<file path="config.mk">
export PLATFORM = sky130hd
export DESIGN_NAME = bus_grant_arbiter
export DESIGN_NICKNAME = d
export VERILOG_FILES = /design/src/rtl/cpu_pkg.sv /design/src/rtl/grant_decode.sv /design/src/rtl/bus_grant_arbiter.sv
export SDC_FILE = /design/constraint.sdc
export NUM_CORES = 1
export LEC_CHECK = 0
export ABC_CLOCK_PERIOD_IN_PS = 7100
export CORE_MARGIN = 5
export CORE_UTILIZATION = 50
export CTS_CLUSTER_SIZE = 14
export DETAILED_ROUTE_END_ITERATION = 10
export HOLD_SLACK_MARGIN = 0.15
export PLACE_DENSITY_LB_ADDON = 0.12
export SETUP_SLACK_MARGIN = 0.05
export SYNTH_ARGS = -nofsm -noshare
export SYNTH_HDL_FRONTEND = slang
export SYNTH_HIERARCHICAL = 1
export SYNTH_SLANG_ARGS = --single-unit
</file>
<file path="constraint.sdc">
create_clock -name clk -period 7.1 [get_ports clk]
set_input_delay 1.775 -clock clk [delete_from_list [all_inputs] [get_ports clk]]
set_output_delay 1.775 -clock clk [all_outputs]
set_load 0.05 [all_outputs]
</file>
<file path="src/rtl/cpu_pkg.sv">
// Shared bus-side definitions: requester count, select width and the arbiter state type.
package cpu_pkg;

  localparam int N_REQ = 8;
  localparam int SEL_W = 3;

  typedef enum logic {
    IDLE = 1'b0,
    BUSY = 1'b1
  } state_t;

endpackage : cpu_pkg

</file>
<file path="src/rtl/grant_decode.sv">
// 3-to-8 enable decoder: turns the registered select/enable pair into a one-hot grant.
module grant_decode
  import cpu_pkg::*;
(
  input  logic [SEL_W-1:0] sel,
  input  logic             en,
  output logic [N_REQ-1:0] gnt
);

  // NOTE: every signal driven from always_comb gets a default first, so no path leaves it unassigned and no latch is inferred.
  always_comb begin
    gnt = '0;
    if (en) gnt[sel] = 1'b1;
  end

endmodule : grant_decode

</file>
<file path="src/rtl/bus_grant_arbiter.sv">
// Round-robin bus arbiter for 8 masters: holds each grant until DONE, a dropped request or timeout,
// then rotates priority past the last winner.
module bus_grant_arbiter
  import cpu_pkg::*;
#(
  parameter int TIMEOUT_CYCLES = 16,
  parameter int TMR_W          = 5
) (
  input  logic             clk,
  input  logic             rst_n,
  input  logic [N_REQ-1:0] req,
  input  logic             done,
  output logic [SEL_W-1:0] sel,
  output logic             en,
  output logic [N_REQ-1:0] gnt,
  output logic             busy,
  output logic             timeout_err
);

  localparam logic [TMR_W-1:0] TMR_LAST = TMR_W'(TIMEOUT_CYCLES - 1);

  state_t           state_q, state_d;
  logic [SEL_W-1:0] sel_q, sel_d;
  logic [SEL_W-1:0] ptr_q, ptr_d;
  logic [TMR_W-1:0] timer_q, timer_d;
  logic             terr_q, terr_d;

  logic             found;
  logic [SEL_W-1:0] winner;
  logic [SEL_W-1:0] idx;

  // Rotating find-first: scan ptr, ptr+1, ... with natural 3-bit wrap.
  always_comb begin
    found  = 1'b0;
    winner = '0;
    idx    = '0;
    for (int i = 0; i < N_REQ; i++) begin
      idx = ptr_q + SEL_W'(i);
      if (!found && req[idx]) begin
        found  = 1'b1;
        winner = idx;
      end
    end
  end

  logic rel_done, rel_drop, rel_tmo, release_now;

  assign rel_done    = done;
  assign rel_drop    = !req[sel_q];
  assign rel_tmo     = (timer_q == TMR_LAST);
  assign release_now = rel_done || rel_drop || rel_tmo;

  always_comb begin
    state_d = state_q;
    sel_d   = sel_q;
    ptr_d   = ptr_q;
    timer_d = timer_q;
    terr_d  = 1'b0;
    unique case (state_q)
      IDLE: begin
        if (found) begin
          state_d = BUSY;
          sel_d   = winner;
          timer_d = '0;
        end
      end
      BUSY: begin
        if (release_now) begin
          state_d = IDLE;
          ptr_d   = sel_q + SEL_W'(1);
          timer_d = '0;
          // Timeout is only an error when the master neither finished nor walked away.
          terr_d  = rel_tmo && !rel_done && !rel_drop;
        end else begin
          timer_d = timer_q + TMR_W'(1);
        end
      end
      default: state_d = IDLE;
    endcase
  end

  // NOTE: sequential state uses non-blocking assignments so every register samples pre-edge values.
  always_ff @(posedge clk or negedge rst_n) begin
    if (!rst_n) begin
      state_q <= IDLE;
      sel_q   <= '0;
      ptr_q   <= '0;
      timer_q <= '0;
      terr_q  <= 1'b0;
    end else begin
      state_q <= state_d;
      sel_q   <= sel_d;
      ptr_q   <= ptr_d;
      timer_q <= timer_d;
      terr_q  <= terr_d;
    end
  end

  assign sel         = sel_q;
  assign en          = (state_q == BUSY);
  assign busy        = en;
  assign timeout_err = terr_q;

  grant_decode u_grant_decode (
    .sel (sel_q),
    .en  (en),
    .gnt (gnt)
  );

endmodule : bus_grant_arbiter

</file>
# After elaboration in Yosys (flattened, before gate mapping)
# Cells that the tools add are included.
classes:
  n_reduce_logical: 23
  n_eq_ne: 2
  mux: 45
  addsub: 9
  bitwise: 1
  n_lt_le_gt_ge: 10
ops:
  columns: ["op", "n"]
  rows:
  - ["< comparator 3 x 4 -> 1 bit, second input constant", 9]
  - ["binary-select mux 1 bit (select 3 bit)", 9]
  - ["two-way mux 3 bit", 8]
  - ["two-way mux 1 bit", 22]
  - ["adder 3 bit, second input constant", 4]
  - ["logical AND 1 bit", 10]
  - ["two-way mux 5 bit", 2]
  - ["case mux 5 bit (2 select lines)", 1]
  - ["zero test 1 bit", 9]
  - ["two-way mux 8 bit", 1]
  - ["adder 3 x 1 -> 3 bit, second input constant", 2]
  - ["adder 3 x 2 -> 3 bit, second input constant", 2]
  - ["adder 5 x 1 -> 5 bit, second input constant", 1]
  - ["equality test 5 x 4 -> 1 bit, second input constant", 1]
  - ["AND reduction 2 bit", 2]
  - ["demux 1 bit (select 3 bit)", 1]
  - ["greater-or-equal comparator 3 x 1 -> 1 bit, second input constant", 1]
  - ["logical OR 1 bit", 2]
  - ["!= test 2 bit, second input constant", 1]
  - ["case mux 1 bit (2 select lines)", 1]
  - ["NOT 1 bit", 1]
word_totals:
  output_inout_bits: 14
  in_bits: 11
  reg_bits: 13

# Depth between registers and ports, before layout
depth:
  word_depth: 26
  ltp_mapped: 13
  depth_no_buf: 9

# Modules after synthesis
# Netlist, hierarchy kept.
by_module_without_submodules:
  columns: ["mod", "cells_each", "instances", "area_per_inst_um2"]
  rows:
  - ["bus_grant_arbiter", 158, 1, 1640.3]
  - ["grant_decode", 8, 1, 96.3]

# Worst setup path before layout
# Ideal clock, no wire load.
synth_path:
  path_kind: "register -> output"
  startpoint: "register state_q, in the netlist busy"
  endpoint: "output gnt[0]"
  stages_incl_launch_ff: 2
  arrival_time_ps: 1842
  t_required_ps: 5325
  slack_ps: 3483
  cell_sequence: "dfrtp_1 -> nor4b_2"
synth_between:
  elab_chain_len: 1
synth_rtl:
  columns: ["element", "line_no", "text"]
  rows:
  - ["start, declared", "bus_grant_arbiter.sv:22", "state_t state_q, state_d;"]
  - ["start signal, assigned", "bus_grant_arbiter.sv:91", "state_q <= state_d;"]
  - ["two-way mux 8 bit", "grant_decode.sv:13", "if (en) gnt[sel] = 1'b1;"]
  - ["end, declared", "bus_grant_arbiter.sv:15", "output logic [N_REQ-1:0] gnt,"]
# Every way passes these cells.

# Final worst setup path
layout_path:
  startpoint: "input req[1]"
  endpoint: "register sel_q[1], in the netlist sel[1]"
layout_between:
  elab_chain_len: 25
  word_cells_on_any_way: 47
  classes_between: "32 x mux; 15 x reduce/logical"
layout_rtl:
  columns: ["element", "line_no", "text"]
  rows:
  - ["start, declared", "bus_grant_arbiter.sv:11", "input logic [N_REQ-1:0] req,"]
  - ["binary-select mux 1 bit (select 3 bit)", "bus_grant_arbiter.sv:39", "if (!found && req[idx]) begin"]
  - ["two-way mux 1 bit (not written as such)", "bus_grant_arbiter.sv:39", null]
  - ["two-way mux 1 bit", "bus_grant_arbiter.sv:39", null]
  - ["zero test 1 bit", "bus_grant_arbiter.sv:39", null]
  - ["logical AND 1 bit", "bus_grant_arbiter.sv:39", null]
  - ["two-way mux 1 bit", "bus_grant_arbiter.sv:39", null]
  - ["zero test 1 bit", "bus_grant_arbiter.sv:39", null]
  - ["logical AND 1 bit", "bus_grant_arbiter.sv:39", null]
  - ["[9 not listed]", null, null]
  - ["two-way mux 1 bit", "bus_grant_arbiter.sv:39", null]
  - ["zero test 1 bit", "bus_grant_arbiter.sv:39", null]
  - ["logical AND 1 bit", "bus_grant_arbiter.sv:39", null]
  - ["two-way mux 1 bit", "bus_grant_arbiter.sv:39", null]
  - ["zero test 1 bit", "bus_grant_arbiter.sv:39", null]
  - ["logical AND 1 bit", "bus_grant_arbiter.sv:39", null]
  - ["two-way mux 1 bit", "bus_grant_arbiter.sv:39", null]
  - ["AND reduction 2 bit (no source line)", null, null]
  - ["end signal, assigned", "bus_grant_arbiter.sv:92", "sel_q <= sel_d;"]
  - ["end, declared", "bus_grant_arbiter.sv:23", "logic [SEL_W-1:0] sel_q, sel_d;"]
# Parallel ways exist; a longest one is shown, timed or not. The select of a mux whose other input is x is not followed.
# A chain may end at the register's enable or synchronous reset.

==> results.json <==
{
  "ant_nets": 0,
  "max_freq_mhz": 248,
  "synthesis.area_um2": 1740,
  "postSynthAreaPerCell_um2": 10.5,
  "worstPathRequired_ps": 7290,
  "cp_max_fo": 8,
  "grt_setup_unrepaired": "false",
  "grt_pass1_wl_um": 6740,
  "cp_cell_sequence": "clkdlybuf4s50_1 > mux4_1 > mux2i_4 > mux2_1 > mux2i_1 > a221o_1 > a21oi_1 > o31ai_1",
  "pin_count": 25,
  "cts.repair.resized": 0,
  "clkSinkCount": 13,
  "gr-usage-all-layers": 0.188,
  "syn-num-nets": 182,
  "drc": 0,
  "rows": 21,
  "wl_per_cell_um": 17.5,
  "ys_ff_latch": 13,
  "grt_pass1_vias": 1439,
  "synth.top_cell.area_share": 0.187,
  "worst_slew_pin_slew_ps": 788,
  "antenna_found_initial": 0,
  "ys_warn_count": 6,
  "cts.path.max_buffers": 2,
  "nNetsFinal": 202,
  "fill_cells": 295,
  "start_util": 0.520,
  "synth_edf_count": 0,
  "r2r_start": "ptr_q[0]$_DFFE_PN0P_",
  "clock_latency_ps": 280,
  "yosys.area.top_type": "dfrtp_1",
  "hold_class": "reg2reg",
  "worstSetupStartpoint": "req[1]",
  "cts_setup_buffers": 0,
  "place.detailed.hpwl_um": 3070,
  "clk_pin_slew_ps": 80,
  "reg2reg_slack_ps": 3260,
  "setup_viol": 0,
  "final.min_clock_period_ps": 4040,
  "regToRegEndpoint": "sel[1]$_DFFE_PN0P_",
  "endpoint_kind": "flop",
  "synth_cells": 166,
  "relSlewSlack": 0.475,
  "regArea_um2": 325,
  "status": "completed",
  "drt-total-wl_um": 4040,
  "cts_max_level": 1,
  "dieWidth_um": 68.9,
  "arrival_ps": 4230,
  "die_y_um": 68.9,
  "syn_to_final_growth_pct": 14.2,
  "vias_per_cell": 6.29,
  "grt_max_degree": 20,
  "grt_overflow": 0,
  "cts_tree": "done",
  "drt-pass1-iter-count": 5,
  "drive_gt1_frac": 0.205,
  "vias": 1454,
  "hold_buffers": 0,
  "critPathSlowestCell": "mux4_1",
  "hold_viol": 0,
  "synthDistinctLibCells": 57,
  "fin_setup_tns_ps": 0,
  "timing.final.crit_share": 0.569,
  "slowest_delay_ps": 670,
  "worstSetupEndpoint": "sel[1]$_DFFE_PN0P_",
  "synthArstFlopShare": 1.00,
  "synth_area_leaders": "dfrtp_1, mux4_2, mux4_1, mux2i_1, ha_1",
  "crit_type": "in2reg",
  "multi_input_area_um2": 1300,
  "cap_violations": 0,
  "critPathLaunchType": "primary input",
  "die_area_um2": 4750,
  "seq_area_frac_synth": 0.187,
  "io_buffers": 24,
  "r2r_cells": 9,
  "diodes": 0,
  "core_um2": 3340,
  "cts_inserted_buffers": 3,
  "globalplace.congestion": 0.860,
  "clockRootBuffer": "clkbuf_4",
  "maxSlewViolCount": 0,
  "first_iter_violations": 49,
  "ys.flop_type": "dfrtp_1",
  "skew_ps": 0.716
}
stage by stage:
step / worst slack, ps / utilization / hold WS (ps) / std cells / cell area [µm²]
global route: 2910 / 0.594 / 525 / 231 / 1980
detailed placement: 2780 / 0.586 / 467 / 227 / 1960
finish: 3060 / 0.594 / 508 / 231 / 1980
global placement: 2810 / 0.586 / 462 / 227 / 1960
floorplan: 3480 / - / 449 / 166 / 1740
CTS: 3070 / 0.594 / 516 / 231 / 1980
cells in the final DEF, fill, tap and decap left out, types with 2 or more instances in the layout:
| cell | count |
|---|---|
| clkbuf_4 | 3 |
| a21oi_1 | 10 |
| xor2_1 | 2 |
| nand3_1 | 3 |
| and4b_2 | 3 |
| mux2i_4 | 2 |
| and4bb_2 | 3 |
| o21ai_0 | 7 |
| inv_1 | 8 |
| a22o_1 | 3 |
| mux4_1 | 6 |
| ha_1 | 5 |
| and3_1 | 2 |
| a31oi_1 | 2 |
| mux4_2 | 8 |
| nor2_1 | 7 |
| nand2b_1 | 3 |
| clkdlybuf4s50_1 | 24 |
| mux2i_1 | 10 |
| dfrtp_1 | 13 |
| nor2b_1 | 2 |
| o31ai_1 | 4 |
| and2b_2 | 2 |
| nand2_1 | 16 |
| xnor2_1 | 2 |
| mux2_2 | 4 |
cells by family (layout without fill, tap and decap cells):
logic type                 Yosys count  after routing  share of synthesized area
buffers and inverters               17             36                     0.0620
adders and majority gates            5              5                     0.0360
and+or+nand+nor                     53             53                      0.195
xor gates and xnor gates             5              5                     0.0295
DFF                                 13             13                      0.187
AOI/OAI and AO/OA                   42             42                      0.180
muxes                               31             31                      0.311
cell type report:
cell class	count	share of cell area
Clock buffer	4	0.0132
Inverter	8	0.0151
Multi-Input combinational cell	136	0.657
Sequential cell	13	0.164
Tap cell	46	0.0290
Timing Repair Buffer	24	0.121
worst max-delay path: cells and delay by family:
kind / cells / cell delay [ps]
mux: 4 / 1450
buf+inv: 1 / 540
compound gates: 3 / 480
routing by layer:
layer,part of all wire,track usage,up-vias,routed length (µm)
li1,-,-,689,-
met1,0.44,0.245,718,1770
met2,0.51,0.321,38,2070
met4,0.018,0.0681,0,72
met5,0,0,-,0
met3,0.030,0.0178,9,121
cell usage after synthesis (all sizes together), types with 2 or more instances:
cell type	count
nand2	16
mux4	14
dfrtp	13
mux2i	12
a21oi	11
buf	9
inv	8
nor2	7
o21ai	7
ha	5
mux2	5
o31ai	4
a22o	3
and4b	3
and4bb	3
nand2b	3
nand3	3
nor2b	3
xor2	3
a31oi	2
and2	2
and2b	2
and3	2
nor3	2
o2111ai	2
o21bai	2
or2	2
xnor2	2
sequential cells by signal (all words and copies together) (netlist names):
name,count
timeout_err,1
ptr_q,3
busy,1
timer_q,5
sel,3
how the worst min path moves through the flow:
stage                                       from                     end  slack [ps]  cells past startpoint
after global placement    timer_q[4]$_DFFE_PN0P_  timer_q[4]$_DFFE_PN0P_         460                      2
after floorplan           timer_q[4]$_DFFE_PN0P_  timer_q[4]$_DFFE_PN0P_         450                      2
after detailed placement  timer_q[4]$_DFFE_PN0P_  timer_q[4]$_DFFE_PN0P_         470                      2
after CTS                 timer_q[2]$_DFFE_PN0P_  timer_q[2]$_DFFE_PN0P_         520                      1
final                     timer_q[2]$_DFFE_PN0P_  timer_q[2]$_DFFE_PN0P_         510                      1
after global routing      timer_q[2]$_DFFE_PN0P_  timer_q[2]$_DFFE_PN0P_         530                      1
Power is not shown: default switching activity piles up to over one toggle a cycle in this logic, so the estimate is an artifact.
